**src/rtl/weight_stream_prefetch_buffer_if.sv**
```systemverilog
// weight_stream_prefetch_buffer_if: ROM read port plus row stream handshake of the prefetch buffer
interface weight_stream_prefetch_buffer_if #(
    parameter int PRECISION  = 16,
    parameter int LANES      = 8,
    parameter int ADDR_WIDTH = 11
);
    logic [ADDR_WIDTH-1:0]      rom_addr;
    logic                       rom_ce;
    logic [PRECISION*LANES-1:0] rom_q;
    logic [PRECISION-1:0]       data_out [LANES-1:0];
    logic                       data_out_valid;
    logic                       data_out_ready;
    logic                       data_out_last;
    logic                       done;
    modport master (
        output rom_addr, rom_ce, data_out, data_out_valid, data_out_last, done,
        input  rom_q, data_out_ready
    );
    modport slave (
        input  rom_addr, rom_ce, data_out, data_out_valid, data_out_last, done,
        output rom_q, data_out_ready
    );
endinterface

```
**src/rtl/weight_stream_prefetch_buffer.sv**
```systemverilog
// weight_stream_prefetch_buffer: credit-tracked ROM row prefetch into a small FIFO with valid/ready output.
// WEIGHT_PREFETCH_ONESHOT_EN stops issuing after one pass and raises a sticky done.
module weight_stream_prefetch_buffer #(
    parameter int PRECISION   = 16,
    parameter int LANES       = 8,
    parameter int DATA_WIDTH  = PRECISION * LANES,
    parameter int OUT_DEPTH   = 576,
    parameter int ADDR_WIDTH  = $clog2(OUT_DEPTH) + 1,
    parameter int ROM_LATENCY = 2,
    parameter int FIFO_DEPTH  = 4
) (
    input logic clk,
    input logic rst,
    weight_stream_prefetch_buffer_if.master bus
);
    localparam int PW = FIFO_DEPTH > 1 ? $clog2(FIFO_DEPTH) : 1;
    localparam int CW = $clog2(FIFO_DEPTH + ROM_LATENCY + 1);
    localparam logic [ADDR_WIDTH-1:0] LAST_ADDR = ADDR_WIDTH'(OUT_DEPTH - 1);

    logic [ADDR_WIDTH-1:0]  addr_q;
    logic [ROM_LATENCY-1:0] tag_q, tlast_q;
    logic [DATA_WIDTH-1:0]  mem_q [FIFO_DEPTH];
    logic [FIFO_DEPTH-1:0]  mlast_q;
    logic [PW-1:0]          rd_q, wr_q;
    logic [CW-1:0]          count_q, inflight, credit;
    logic                   valid, issue, push, pop, at_last, stop;

    function automatic logic [PW-1:0] inc(input logic [PW-1:0] p);
        return (p == PW'(FIFO_DEPTH - 1)) ? '0 : p + 1'b1;
    endfunction

    // occupancy is taken after this cycle's pop so a pop frees a credit immediately
    always_comb begin
        inflight = '0;
        for (int i = 0; i < ROM_LATENCY; i++) inflight = inflight + CW'(tag_q[i]);
        credit = count_q - CW'(pop) + inflight;
    end

    assign valid   = count_q != '0;
    assign pop     = valid && bus.data_out_ready;
    assign push    = tag_q[ROM_LATENCY-1];
    assign at_last = addr_q == LAST_ADDR;
    assign issue   = (credit < CW'(FIFO_DEPTH)) && !stop;

    always_ff @(posedge clk or posedge rst) begin
        if (rst) begin
            addr_q  <= '0;
            tag_q   <= '0;
            tlast_q <= '0;
            rd_q    <= '0;
            wr_q    <= '0;
            count_q <= '0;
            mlast_q <= '0;
            for (int i = 0; i < FIFO_DEPTH; i++) mem_q[i] <= '0;
        end else begin
            tag_q   <= (tag_q << 1) | ROM_LATENCY'(issue);
            tlast_q <= (tlast_q << 1) | ROM_LATENCY'(issue && at_last);
            if (issue) addr_q <= at_last ? '0 : addr_q + 1'b1;
            if (push) begin
                mem_q[wr_q]   <= bus.rom_q;
                mlast_q[wr_q] <= tlast_q[ROM_LATENCY-1];
                wr_q          <= inc(wr_q);
            end
            if (pop) rd_q <= inc(rd_q);
            count_q <= count_q + CW'(push) - CW'(pop);
        end
    end

`ifdef WEIGHT_PREFETCH_ONESHOT_EN
    logic stop_q, done_q;
    always_ff @(posedge clk or posedge rst) begin
        if (rst) begin
            stop_q <= 1'b0;
            done_q <= 1'b0;
        end else begin
            stop_q <= stop_q | (issue & at_last);
            done_q <= done_q | (pop & mlast_q[rd_q]);
        end
    end
    assign stop     = stop_q;
    assign bus.done = done_q;
`else
    assign stop     = 1'b0;
    assign bus.done = 1'b0;
`endif

    assign bus.rom_addr       = addr_q;
    assign bus.rom_ce         = 1'b1;
    assign bus.data_out_valid = valid;
    assign bus.data_out_last  = valid & mlast_q[rd_q];
    for (genvar j = 0; j < LANES; j++) begin : g_lane
        assign bus.data_out[j] = mem_q[rd_q][PRECISION*j +: PRECISION];
    end
endmodule
```
**src/flat_wrapper.sv**
```systemverilog
// flat-port wrapper written by rule: the top's interface ports become plain ports
module weight_stream_prefetch_buffer_flat 
#(
    parameter int PRECISION   = 16,
    parameter int LANES       = 8,
    parameter int DATA_WIDTH  = PRECISION * LANES,
    parameter int OUT_DEPTH   = 576,
    parameter int ADDR_WIDTH  = $clog2(OUT_DEPTH) + 1,
    parameter int ROM_LATENCY = 2,
    parameter int FIFO_DEPTH  = 4
)
  (clk, rst, bus_rom_addr, bus_rom_ce, bus_data_out, bus_data_out_valid, bus_data_out_last, bus_done, bus_rom_q, bus_data_out_ready);
  weight_stream_prefetch_buffer_if #(.PRECISION(PRECISION), .LANES(LANES), .ADDR_WIDTH(ADDR_WIDTH)) bus_i ();
  input logic clk;
  input logic rst;
  output wire logic [$bits(bus_i.rom_addr)-1:0] bus_rom_addr;
  output wire logic [$bits(bus_i.rom_ce)-1:0] bus_rom_ce;
  output wire logic [$bits(bus_i.data_out)-1:0] bus_data_out;
  output wire logic [$bits(bus_i.data_out_valid)-1:0] bus_data_out_valid;
  output wire logic [$bits(bus_i.data_out_last)-1:0] bus_data_out_last;
  output wire logic [$bits(bus_i.done)-1:0] bus_done;
  input wire logic [$bits(bus_i.rom_q)-1:0] bus_rom_q;
  input wire logic [$bits(bus_i.data_out_ready)-1:0] bus_data_out_ready;
  assign bus_rom_addr = bus_i.rom_addr;
  assign bus_rom_ce = bus_i.rom_ce;
  assign bus_data_out = {>>{bus_i.data_out}};
  assign bus_data_out_valid = bus_i.data_out_valid;
  assign bus_data_out_last = bus_i.data_out_last;
  assign bus_done = bus_i.done;
  assign bus_i.rom_q = bus_rom_q;
  assign bus_i.data_out_ready = bus_data_out_ready;
  weight_stream_prefetch_buffer #(.PRECISION(PRECISION), .LANES(LANES), .DATA_WIDTH(DATA_WIDTH), .OUT_DEPTH(OUT_DEPTH), .ADDR_WIDTH(ADDR_WIDTH), .ROM_LATENCY(ROM_LATENCY), .FIFO_DEPTH(FIFO_DEPTH)) u_core (.clk(clk), .rst(rst), .bus(bus_i));
endmodule
```
**config.mk**
```make
export PLATFORM = sky130hd
export DESIGN_NAME = weight_stream_prefetch_buffer_flat
export DESIGN_NICKNAME = d
export VERILOG_FILES = /design/src/rtl/weight_stream_prefetch_buffer_if.sv /design/src/rtl/weight_stream_prefetch_buffer.sv /design/src/flat_wrapper.sv
export SDC_FILE = /design/constraint.sdc
export NUM_CORES = 1
export LEC_CHECK = 0
export ABC_AREA = 0
export BUFFER_PORTS_ARGS = -buffer_cell sky130_fd_sc_hd__buf_2
export CELL_PAD_IN_SITES_DETAIL_PLACEMENT = 1
export CELL_PAD_IN_SITES_GLOBAL_PLACEMENT = 1
export CORE_MARGIN = 2
export CORE_UTILIZATION = 46
export CTS_BUF_LIST = sky130_fd_sc_hd__clkbuf_4 sky130_fd_sc_hd__clkbuf_8
export CTS_CLUSTER_DIAMETER = 100
export DETAILED_ROUTE_END_ITERATION = 12
export GPL_TIMING_DRIVEN = 0
export PLACE_DENSITY = 0.83
export SYNTH_ARGS = -nofsm -noshare
export SYNTH_HDL_FRONTEND = slang
export SYNTH_SLANG_ARGS = --single-unit
```
**constraint.sdc**
```tcl
create_clock -name clk -period 17 [get_ports clk]
set_input_delay 3.4 -clock clk [delete_from_list [all_inputs] [get_ports clk]]
set_output_delay 3.4 -clock clk [all_outputs]
set_load 0.005 [all_outputs]
```
==> qor.csv <==
metric,value,unit
placed_area,25680,um^2
muxShareOfSynthArea,37.59,%
design_area,27700,um^2
grt_max_degree,45,
antenna_found_initial,11,
clock-sinks,538,
worstSetupStartpointType,flip-flop,
path_cells,clkbuf_1 > buf_2 > clkbuf_1 > buf_2 > mux4_2 > buf_2,
clk_path_buf_depth,3,
setup_violations,0,
cts.clk_slew.worst_paths,60,ps
synth_adder_area_share,0.6251,%
synthTopCellsByArea,"dfrtp_1, mux2_2, mux4_2, buf_2, ha_1",
drtAntennaViolNets,0,
yosysWarnings,0,
n_fill_cell,4787,
cts_root_buf,clkbuf_8,
rows,82,
end_kind,output port,
syn_nets,1510,
max_freq,149.0,MHz
relSlewSlack,24.79,%
gp_congestion,0.7762,
area_growth,19.30,%
syn_area,23220,um^2
ys_seq_elements,538,
final.min_clock_period,6711,ps
ctsHoldBuffers,0,
critPathArrivalTime,3310,ps
cts-buffers-inserted,92,
max_stage_delay,660,ps
fin_worst_skew,22.79,ps
cap_viol_max_count,0,
synth_simple_gate_area_share,1.019,%
port_buffers,271,
dp_hpwl,39.02,mm
cp_data_required_time,13600,ps
boundaryPins,274,
ctsResizeCount,0,
synth_compound_gate_area_share,0.4689,%
yosysTopAreaCell,dfrtp_1,
cpMostUsedCell,buf_2,
cp_max_fo,10,
critPathTopFamily,buffers and inverters,
synth_top_family_by_area,multiplexers,
core-area,49970,um^2
setup_tns,0,ps
avgSynthCellArea,16.97,um^2
vias,13566,
crit_buf_inv,5,
cts_htree_levels,3,
outcome,finished clean,
drive_gt1_share,64.20,%
clkLatencyLatePin,670,ps
drt_iter0_drc,577,
wl,56.88,mm
cts_tree,yes,
die_h,228.7,um
post-cts-setup-buffers,0,
grt_pass1_wl,90.67,mm
drtPass1Iterations,4,
die_w,228.7,um
synth-edff-count,0,
tightest_slew,1128,ps
total_leakage_power,12.02,nW
hold_violations,0,
fin_crit_sh,39.47,%
synth_top_area_share,57.99,%
peakVddDrop,0.1019,mV
async_flop_share,100.0,%
yosysSeqAreaShare,57.99,%
synth_ff_type,dfrtp_1,
grt_pass1_vias,15710,
synthesis.instances,1368,
track_usage,22.35,%
synth_xor_xnor_area_share,0.3341,%
hold_class,flip-flop to flip-flop,
final_net_count,1888,
dieArea,52290,um^2
rsz0062_at_grt,false,
viasPerCell,5.439,
p_per_area,219.7,nW/um^2
crit_type,flip-flop to output port,
multi_input_area,9303,um^2
wl_per_cell,22.81,um
worst_path_max_delay_cell,clkbuf_1,
grt_overflow,0,
start_util,46.47,%
drc,0,
final-seq-area,13460,um^2
finalMaxSlewViolations,0,
total_power,6.086,mW
ys_types,33,
-- area by class of cell --
class,count,share of cell area [%]
inverter,7,0.1084
buffer,90,1.536
timing repair buffer,284,5.836
sequential,538,48.60
clock inverter,14,0.4065
tap,672,3.035
clock buffer,147,6.807
multi-input combinational,733,33.58
antenna,9,0.08131
-- worst paths after layout --
kind                                    from                endpoint  slack, ps  cells past startpoint
max reg2reg                u_core.count_q[2]  u_core.bus.rom_addr[5]      14060                     11
max in group asynchronous                rst       u_core.mem_q[454]      12130                      8
min reg2reg                u_core.tlast_q[0]       u_core.tlast_q[1]        370                      0
min                        u_core.tlast_q[0]       u_core.tlast_q[1]        370                      0
max                           u_core.rd_q[1]        bus_data_out[50]      10290                      6
min in group asynchronous                rst       u_core.mem_q[164]       2830                      2
-- flip-flops by register name (all words and copies together), names as in the netlist --
register and count:
u_core.mem_q 512, u_core.bus.rom_addr 11, u_core.mlast_q 4, u_core.count_q 3, u_core.rd_q 2, u_core.tag_q 2
u_core.tlast_q 2, u_core.wr_q 2
-- synthesized netlist by cell type (2+ instances only) --
cell type	instances
dfrtp_1	538
mux2_2	517
mux4_2	129
buf_2	64
clkbuf_1	24
nand2_1	21
ha_1	10
o21ai_0	9
inv_1	7
nor2_1	6
xor2_1	5
and2_1	4
or2_2	4
nand4_1	3
o31ai_1	3
buf_4	2
conb_1	2
nand3_1	2
nor3_1	2
nor4_1	2
xnor2_1	2
-- through the flow --
| step | util [%] | hold WS [ps] | setup slack (ps) | instances |
|---|---|---|---|---|
| after floorplan | - | 331.2 | 6284 | 1368 |
| after detailed placement | 51.39 | 360.2 | 10870 | 2324 |
| after global routing | 55.43 | 382.3 | 10020 | 2493 |
| after global placement | 50.87 | 339.8 | 3665 | 2311 |
| final | 55.44 | 367.2 | 10290 | 2494 |
| after CTS | 55.39 | 373.9 | 10100 | 2485 |
-- cells by family (layout without fill, tap and decap cells) --
| group | Yosys count | after routing |
|---|---|---|
| multiplexers | 646 | 646 |
| flip-flops | 538 | 538 |
| buffers and inverters | 97 | 542 |
| AND/OR/NAND/NOR | 49 | 49 |
| AO/OA/AOI/OAI | 17 | 17 |
| adder cells (fa/ha/maj) | 11 | 11 |
| XOR/XNOR | 8 | 8 |
| other | 2 | 11 |
-- metal layers --
layer	GRT usage, %	part of all wire, %
met3	4.928	4.8
met5	0	0.040
met2	37.44	51
met1	28.76	41
met4	8.027	2.7
-- report_power, final --
group | leakage [nW] | total [mW] | switching, mW | internal [mW]
sequential | 6.28 | 2.29 | 0.342 | 1.95
clock | 1.06 | 1.24 | 0.526 | 0.715
combinational | 4.69 | 2.55 | 1.09 | 1.47
total | 12.0 | 6.09 | 1.96 | 4.13
-- layout by cell type, fill, tap and decap left out, drive strengths merged --
cell and count:
or4 1, mux2 517, clkinvlp 4, xor2 5, a21o 1, and2 4
and3 1, nor2 6, nand2 21, ha 10, o31ai 3, nand4 3
o21ai 10, o22ai 1, a22oi 1, nor3 2, conb 2, nand3 2
o211a 1, xnor2 3, nand3b 1, or2 4, inv 7, dfrtp 538
fa 1, buf 350, mux4 129, bufinv 1, nor4 2, diode 9
clkbuf 171, or3 1, clkinv 9, nand2b 1
Power figures use the tool's default switching activity.
